`config.mk`:
```
export PLATFORM = sky130hd
export DESIGN_NAME = ps2_mouse_packet
export DESIGN_NICKNAME = d
export VERILOG_FILES = /design/src/rtl/ps2_mouse_packet.sv
export SDC_FILE = /design/constraint.sdc
export NUM_CORES = 1
export LEC_CHECK = 0
export ABC_AREA = 1
export ABC_CLOCK_PERIOD_IN_PS = 2900
export BUFFER_PORTS_ARGS = -buffer_cell sky130_fd_sc_hd__buf_2
export CAP_MARGIN = 30
export CORE_ASPECT_RATIO = 2
export CORE_MARGIN = 4
export CORE_UTILIZATION = 58
export DETAILED_ROUTE_END_ITERATION = 10
export GPL_ROUTABILITY_DRIVEN = 0
export PLACE_DENSITY = 0.8
export SKIP_CTS_REPAIR_TIMING = 1
export SLEW_MARGIN = 10
export SYNTH_ARGS = -nofsm -noshare
export SYNTH_HDL_FRONTEND = slang
export SYNTH_SLANG_ARGS = --single-unit
```
`constraint.sdc`:
```
create_clock -name i_clk -period 2.9 [get_ports i_clk]
set_input_delay 0.29 -clock i_clk [delete_from_list [all_inputs] [get_ports i_clk]]
set_output_delay 0.29 -clock i_clk [all_outputs]
set_load 0.03 [all_outputs]
```
`src/rtl/ps2_mouse_packet.sv`:
```
// ---------------------------------------------------------------------------
// PS2MousePacket (module ps2_mouse_packet)
//
// Purpose:
//   Assembles standard 3-byte PS/2 mouse stream packets from the byte
//   receiver, reports the signed movement and button state of each packet,
//   and integrates X movement into a clamped ship position for the player
//   cannon. A fire strobe is produced when the left button goes down.
//
// Ports:
//   i_clk            system clock
//   i_reset          synchronous, active-high reset
//   i_rx_done_tick   one-cycle strobe, i_rx_data holds a received byte
//   i_rx_data[7:0]   received byte
//   o_xm[8:0]        signed dx of last packet (two's complement)
//   o_ym[8:0]        signed dy of last packet
//   o_btnm[2:0]      {middle, right, left} of last packet
//   o_m_done_tick    one-cycle pulse, xm/ym/btnm valid (ship_x follows)
//   o_ship_x[9:0]    clamped integrated X position
//   o_fire_tick      one-cycle pulse on left-button rising edge
// ---------------------------------------------------------------------------
module ps2_mouse_packet #(
    parameter int X_MIN   = 0,
    parameter int X_MAX   = 608,
    parameter int X_INIT  = 304,
    parameter int SHIFT   = 1,
    parameter int TIMEOUT = 50000
) (
    input  logic       i_clk,
    input  logic       i_reset,
    input  logic       i_rx_done_tick,
    input  logic [7:0] i_rx_data,
    output logic [8:0] o_xm,
    output logic [8:0] o_ym,
    output logic [2:0] o_btnm,
    output logic       o_m_done_tick,
    output logic [9:0] o_ship_x,
    output logic       o_fire_tick
);

    localparam int TW = (TIMEOUT > 2) ? $clog2(TIMEOUT) : 1;
    localparam logic [TW-1:0] C_TIMER_LAST = TW'(TIMEOUT - 1);
    localparam logic signed [10:0] C_MIN = 11'(X_MIN);
    localparam logic signed [10:0] C_MAX = 11'(X_MAX);

    typedef enum logic [1:0] {B1, B2, B3, DONE} state_t;

    state_t          r_state;
    state_t          w_nextState;
    logic [6:0]      r_hdr;
    logic [7:0]      r_dx;
    logic [8:0]      r_xm;
    logic [8:0]      r_ym;
    logic [2:0]      r_btn;
    logic [9:0]      r_shipX;
    logic            r_prevLeft;
    logic [TW-1:0]   r_timer;

    logic            w_loadHdr;
    logic            w_loadDx;
    logic            w_loadPkt;
    logic            w_timerClr;
    logic            w_timedOut;
    logic            w_isHeader;
    logic [8:0]      w_xmNew;
    logic [8:0]      w_ymNew;
    logic signed [10:0] w_delta;
    logic signed [10:0] w_sum;
    logic [9:0]      w_shipNext;

    // r_hdr packs the header without bit 3 (always 1, used only for sync):
    // r_hdr = {yOvf, xOvf, ySign, xSign, middle, right, left}
    assign w_isHeader = i_rx_done_tick && i_rx_data[3];
    assign w_timedOut = (r_timer == C_TIMER_LAST);

    // Next-state decode. B1, DONE and an expiring timeout all treat an
    // incoming byte as a header attempt, so a byte arriving in DONE or at
    // the moment of resync is never lost.
    always_comb begin
        w_nextState = r_state;
        w_loadHdr   = 1'b0;
        w_loadDx    = 1'b0;
        w_loadPkt   = 1'b0;
        w_timerClr  = 1'b0;
        case (r_state)
            B1, DONE: begin
                w_timerClr = 1'b1;
                if (w_isHeader) begin
                    w_loadHdr   = 1'b1;
                    w_nextState = B2;
                end else begin
                    w_nextState = B1;
                end
            end
            B2, B3: begin
                if (w_timedOut) begin
                    w_timerClr = 1'b1;
                    if (w_isHeader) begin
                        w_loadHdr   = 1'b1;
                        w_nextState = B2;
                    end else begin
                        w_nextState = B1;
                    end
                end else if (i_rx_done_tick) begin
                    w_timerClr = 1'b1;
                    if (r_state == B2) begin
                        w_loadDx    = 1'b1;
                        w_nextState = B3;
                    end else begin
                        w_loadPkt   = 1'b1;
                        w_nextState = DONE;
                    end
                end
            end
            default: begin
                w_nextState = B1;
                w_timerClr  = 1'b1;
            end
        endcase
    end

    // Movement decode with overflow saturation: an overflowed axis pins to
    // +255 or -256 according to its sign bit, ignoring the data byte.
    always_comb begin
        w_xmNew = {r_hdr[3], r_dx};
        w_ymNew = {r_hdr[4], i_rx_data};
        if (r_hdr[5]) begin
            w_xmNew = r_hdr[3] ? 9'h100 : 9'h0FF;
        end
        if (r_hdr[6]) begin
            w_ymNew = r_hdr[4] ? 9'h100 : 9'h0FF;
        end
    end

    // Ship integration in 11-bit signed so the sum can go below zero or past
    // X_MAX before clamping.
    always_comb begin
        w_delta = $signed({{2{r_xm[8]}}, r_xm}) >>> SHIFT;
        w_sum   = $signed({1'b0, r_shipX}) + w_delta;
        if (w_sum < C_MIN) begin
            w_shipNext = C_MIN[9:0];
        end else if (w_sum > C_MAX) begin
            w_shipNext = C_MAX[9:0];
        end else begin
            w_shipNext = w_sum[9:0];
        end
    end

    // State register and idle-timeout counter.
    always_ff @(posedge i_clk) begin
        if (i_reset) begin
            r_state <= B1;
            r_timer <= '0;
        end else begin
            r_state <= w_nextState;
            if (w_timerClr) begin
                r_timer <= '0;
            end else begin
                r_timer <= r_timer + 1'b1;
            end
        end
    end

    // Packet capture. Outputs are latched at the edge that accepts the dy
    // byte so they are already valid during the DONE cycle. Ship position
    // and the previous-left history advance at the DONE edge.
    always_ff @(posedge i_clk) begin
        if (i_reset) begin
            r_hdr      <= '0;
            r_dx       <= '0;
            r_xm       <= '0;
            r_ym       <= '0;
            r_btn      <= '0;
            r_shipX    <= 10'(X_INIT);
            r_prevLeft <= 1'b0;
        end else begin
            if (w_loadHdr) begin
                r_hdr <= {i_rx_data[7:4], i_rx_data[2:0]};
            end
            if (w_loadDx) begin
                r_dx <= i_rx_data;
            end
            if (w_loadPkt) begin
                r_xm  <= w_xmNew;
                r_ym  <= w_ymNew;
                r_btn <= r_hdr[2:0];
            end
            if (r_state == DONE) begin
                r_shipX    <= w_shipNext;
                r_prevLeft <= r_btn[0];
            end
        end
    end

    assign o_xm          = r_xm;
    assign o_ym          = r_ym;
    assign o_btnm        = r_btn;
    assign o_ship_x      = r_shipX;
    assign o_m_done_tick = (r_state == DONE);
    assign o_fire_tick   = (r_state == DONE) && r_btn[0] && !r_prevLeft;

endmodule
```
## Yosys cells after proc, flatten, opt, wreduce, memory -nomap -nowiden

Cells that the tools add are included.
W data, S select, Z words.

- Register bits: 65
- Word-level logic and storage cells: 51

- Add/sub/neg operators: 2
- Magnitude comparators: 2
- Equal/unequal tests: 5
- Multiplexer cells: 25
- Reductions and logical operators: 8

Operators with widths:

| cell | count |
|---|---|
| $mux W9 | 4 |
| $mux W10 | 2 |
| $add A16 B1 Y16 const B | 1 |
| $eq A16 B16 Y1 const B | 1 |
| $mux W1 | 14 |
| $add A11 B8 Y11 | 1 |
| $gt A11 B11 Y1 const B | 1 |
| $lt A11 B1 Y1 const B | 1 |
| $reduce_or A2 Y1 | 3 |
| $eq A2 B2 Y1 const B | 2 |
| $mux W2 | 2 |
| $pmux W1 S2 | 2 |
| $pmux W2 S2 | 1 |
| $logic_and A1 B1 Y1 | 3 |
| $ne A3 B3 Y1 const B | 1 |
| $eq A2 B1 Y1 const B | 1 |
| $logic_not A2 Y1 | 1 |
| $logic_not A1 Y1 | 1 |

## Logic depth before layout (Yosys ltp)

- Depth in word-level cells: 5
- Mapped depth: 17
- Depth with buffers taken out: 17

## Worst setup path after synthesis

Ideal clock, no wire load.

- Path kind: register to register
- Start: register r_shipX[0] (netlist: o_ship_x[0])
- End: register r_shipX[6] (netlist: o_ship_x[6])
- Setup time: 0.131 ns
- Arrival: 2.167 ns
- Setup slack: 0.603 ns
- Stages on the path, launching flop included: 18
- Clock period less this slack: 2.297 ns
- Cell sequence: dfxtp_1 > ha_1 > inv_1 > fa_1 > inv_1 > nand2_1 > nand2_1 > nand3_2 > nand2_1 > nand2_1 > nand2_1 > nand2_1 > nor2_1 > nand3_2 > nand2_4 > nand2_1 > nand2_1 > a21oi_2

- Word-level cells in the longest chain between the ends: 4

Ends and longest elaborated chain:

| what | RTL line | RTL |
|---|---|---|
| start, declared | 55 | `logic [9:0] r_shipX;` |
| start signal, assigned | 174 | `r_shipX <= 10'(X_INIT);` |
| start signal, assigned | 189 | `r_shipX <= w_shipNext;` |
| $add A11 B8 Y11 * | 139 | `w_sum = $signed({1'b0, r_shipX}) + w_delta;` |
| $gt A11 B11 Y1 | 142 | `end else if (w_sum > C_MAX) begin` |
| $mux W10 | 142 |  |
| $mux W10 * | 140 | `if (w_sum < C_MIN) begin` |

Every way passes the cells marked *; elsewhere a longest branch is shown, timed or not.
A chain may end at the register's enable or synchronous reset.

## Final worst setup path

- Start: register r_xm[1] (netlist: o_xm[1])
- End: register r_shipX[6] (netlist: o_ship_x[6])

- Word-level cells in the longest chain between the ends: 4

Ends and longest elaborated chain:

| what | RTL line | RTL |
|---|---|---|
| start, declared | 52 | `logic [8:0] r_xm;` |
| start signal, assigned | 184 | `r_xm <= w_xmNew;` |
| $add A11 B8 Y11 * | 139 |  |
| $gt A11 B11 Y1 | 142 |  |
| $mux W10 | 142 |  |
| $mux W10 * | 140 |  |

Marked as above.

==> impl_metrics.csv <==
group,metric,value,unit
status,status,"complete, no violations",
logic_synthesis,syn-cell-area,3508,µm²
floorplan,row_count,39,
floorplan,start_util,60.42,%
cts,clockBufferDepth,2,
cells_and_area,final_layout_size_suffix_gt1_share,20.90,%
grt,grt-ovfl-total,0,
routing,vias,3250,
setup_path,critPathLaunch,"o_xm[1]",
sta,slew_headroom,50.09,%
sta,timing.final.crit_share,83.89,%
floorplan,boundaryPins,44,
sta,fin_tns_setup,0,ps
logic_synthesis,synth_cell_types,37,
grt,grt_pass1_vias,3183,
sta,worst_pin_slew,748.7,ps
setup_path,path_class,"reg -> reg",
setup_path,ff2ff_path_depth,17,
setup_path,reg2reg_to,"o_ship_x[6]",
routing,detail_route.vias_per_cell,5.490,
grt,track_usage,23.28,%
logic_synthesis,synthTopCellsByArea,"dfxtp_1 (37%), nand2_1 (12%), a21oi_1 (6.7%), inv_1 (6.4%), nand3_1 (5.1%)",
flow_run,drv_cap,0,
cts,clk_pin_slew,50,ps
hold_path,hold_class,"in -> reg",
logic_synthesis,synth_area_leader_cell,"dfxtp_1",
power_and_ir_drop,total_power,0.002230,W
logic_synthesis,yosys_warnings,0,
cts,cts_tree,"yes",
cts,cts_buffers,9,
floorplan,die_h,118.0,µm
cells_and_area,antenna_cells,0,
cts,clockRootBuffer,"clkbuf_16",
cells_and_area,layout_commonest_cell,"nand2_1",
logic_synthesis,synth-seq-area-share,37.09,%
placement,postPlaceCellArea,3702,µm²
cells_and_area,layout.cells.most_common_list,"nand2_1 (112), dfxtp_1 (65), inv_1 (60)",
sta,setup-violations-final,0,
floorplan,die_w,63.00,µm
routing,drtIter0Drc,154,
power_and_ir_drop,power_density,557.6,nW/µm²
logic_synthesis,synth_nets,513,
grt,grt_max_degree,34,
routing,routed_wirelength,8.116,mm
cts,insertion_delay,330,ps
cells_and_area,area_growth,13.98,%
sta,rsz0062_at_grt,"no",
power_and_ir_drop,irDropWorstVdd,431.3,µV
placement,hpwl,6.139,mm
setup_path,critPathArrivalTime,2610,ps
routing,drtPass1Iterations,4,
routing,antenna_left,0,
cells_and_area,nNetsFinal,552,
logic_synthesis,synth.avg_cell_area,7.189,µm²
sta,slew_viol_final,0,
setup_path,r2r-start,"o_xm[1]",
sta,fin_skew,5.851,ps
floorplan,die_area,7433,µm²
grt,grt_pass1_wl,13.88,mm
cts,htreeDepth,3,
setup_path,crit_required,3080,ps
placement,numPortBuffers,43,
setup_path,crit_path_max_fanout,7,
grt,antenna_found_initial,0,
setup_path,cp-endpoint,"o_ship_x[6]",
sta,max_freq,411.1,MHz
cells_and_area,fin_area,3999,µm²
logic_synthesis,yosys.area.top_type_share,37.09,%
setup_path,rrSetupSlack,470,ps
sta,hold_violations,0,
logic_synthesis,syn_inst,488,
logic_synthesis,synth-seq-cells,65,
floorplan,core-area,5807,µm²
routing,routedWlPerCell,13.71,µm
setup_path,worstSetupStartpointType,"register",
cells_and_area,post-route-util,68.86,%
sta,finalCriticalPeriod,2433,ps
setup_path,end_kind,"register",
routing,drc,0,
power_and_ir_drop,cellLeakagePower,1.799,nW
cts,cts_num_sinks,65,
-- worst min-delay path by stage --
stage	from	to	cells past startpoint
final	i_rx_data[6]	r_hdr[5]	3
after detailed placement	r_dx[0]	r_dx[0]	2
after global placement	r_dx[5]	r_dx[5]	2
after floorplan	r_dx[0]	r_dx[0]	2
after CTS	i_rx_data[6]	r_hdr[5]	3
after global routing	i_rx_data[6]	r_hdr[5]	3
-- cell usage after synthesis --
library cell    n
nand2_1       112
dfxtp_1        65
inv_1          60
a21oi_1        47
nand3_1        36
o21ai_0        34
nor2_1         24
ha_1           13
nand3_2        13
a21oi_2        11
inv_2          11
clkbuf_1        7
nand4_1         6
nor2_2          5
o21ai_1         5
buf_4           4
nor3_1          4
nand2_4         3
xor2_1          3
a31oi_1         2
buf_2           2
clkinv_1        2
nand2_2         2
nor2_4          2
nor3_2          2
xnor2_1         2
a211oi_1        1
a31o_2          1
buf_1           1
buf_12          1
buf_8           1
fa_1            1
inv_4           1
nor2_8          1
nor3b_1         1
o21a_1          1
or2_2           1
-- power breakdown --
group	switching, W	internal, W
logic	0.000163	0.0000669
registers	0.0000174	0.000918
clock network	0.000361	0.000703
-- critical path, cell delays in order (launching register included) --
cell     delay, ps
dfxtp_1        370
ha_1           230
inv_1           70
fa_1           400
inv_1           90
nand2_1         50
nand2_1        130
nand3_2        110
nand2_1         90
nand2_1         50
nand2_1         60
nand2_1         50
nor2_1         160
nand3_2        130
nand2_4        120
nand2_1         50
nand2_1         70
a21oi_2         50
-- through the flow --
| step | instances | hold slack, ps | setup slack, ps |
|---|---|---|---|
| final | 592 | 229.6 | 467.3 |
| after global placement | 577 | 437.0 | 685.7 |
| after detailed placement | 577 | 441.9 | 570.6 |
| after floorplan | 488 | 424.4 | 602.6 |
| after global routing | 592 | 234.1 | 236.9 |
| after CTS | 592 | 219.1 | 540.1 |
-- logic make-up (layout without fill, tap and decap cells) --
kind of cell	Yosys count	count (layout)	synth area share, %
AO/OA/AOI/OAI	102	102	16.05
XOR/XNOR	5	5	1.248
adder cells (fa/ha/maj)	14	14	5.207
buffers and inverters	90	133	10.98
flip-flops	65	65	37.09
AND/OR/NAND/NOR	212	212	29.42
-- metal layers --
| layer | routed length (µm) | share of wire, % | up-vias | track usage, % |
|---|---|---|---|---|
| li1 | - | - | 1656 | - |
| met1 | 2927 | 36 | 1489 | 22.72 |
| met2 | 4478 | 55 | 78 | 43.02 |
| met3 | 284 | 3.5 | 27 | 4.011 |
| met4 | 425 | 5.2 | 0 | 15.63 |
| met5 | 0 | 0 | - | 0 |
-- state kept, by name (all words and copies together), names as in the netlist --
name and flops:
r_state 2, o_btnm 3, r_dx 8, o_ship_x 10
r_prevLeft 1, o_xm 9, r_timer 16, r_hdr 7
o_ym 9
-- area by class of cell --
type / instances / area (µm²)
tap: 61 / 76.32
clock buffer: 12 / 256.5
clock inverter: 3 / 40.04
sequential: 65 / 1301
multi-input combinational: 333 / 1822
inverter: 74 / 280.3
fill: 512 / 1808
timing repair buffer: 44 / 222.7
Note: power is estimated with default switching activity, not from simulation.
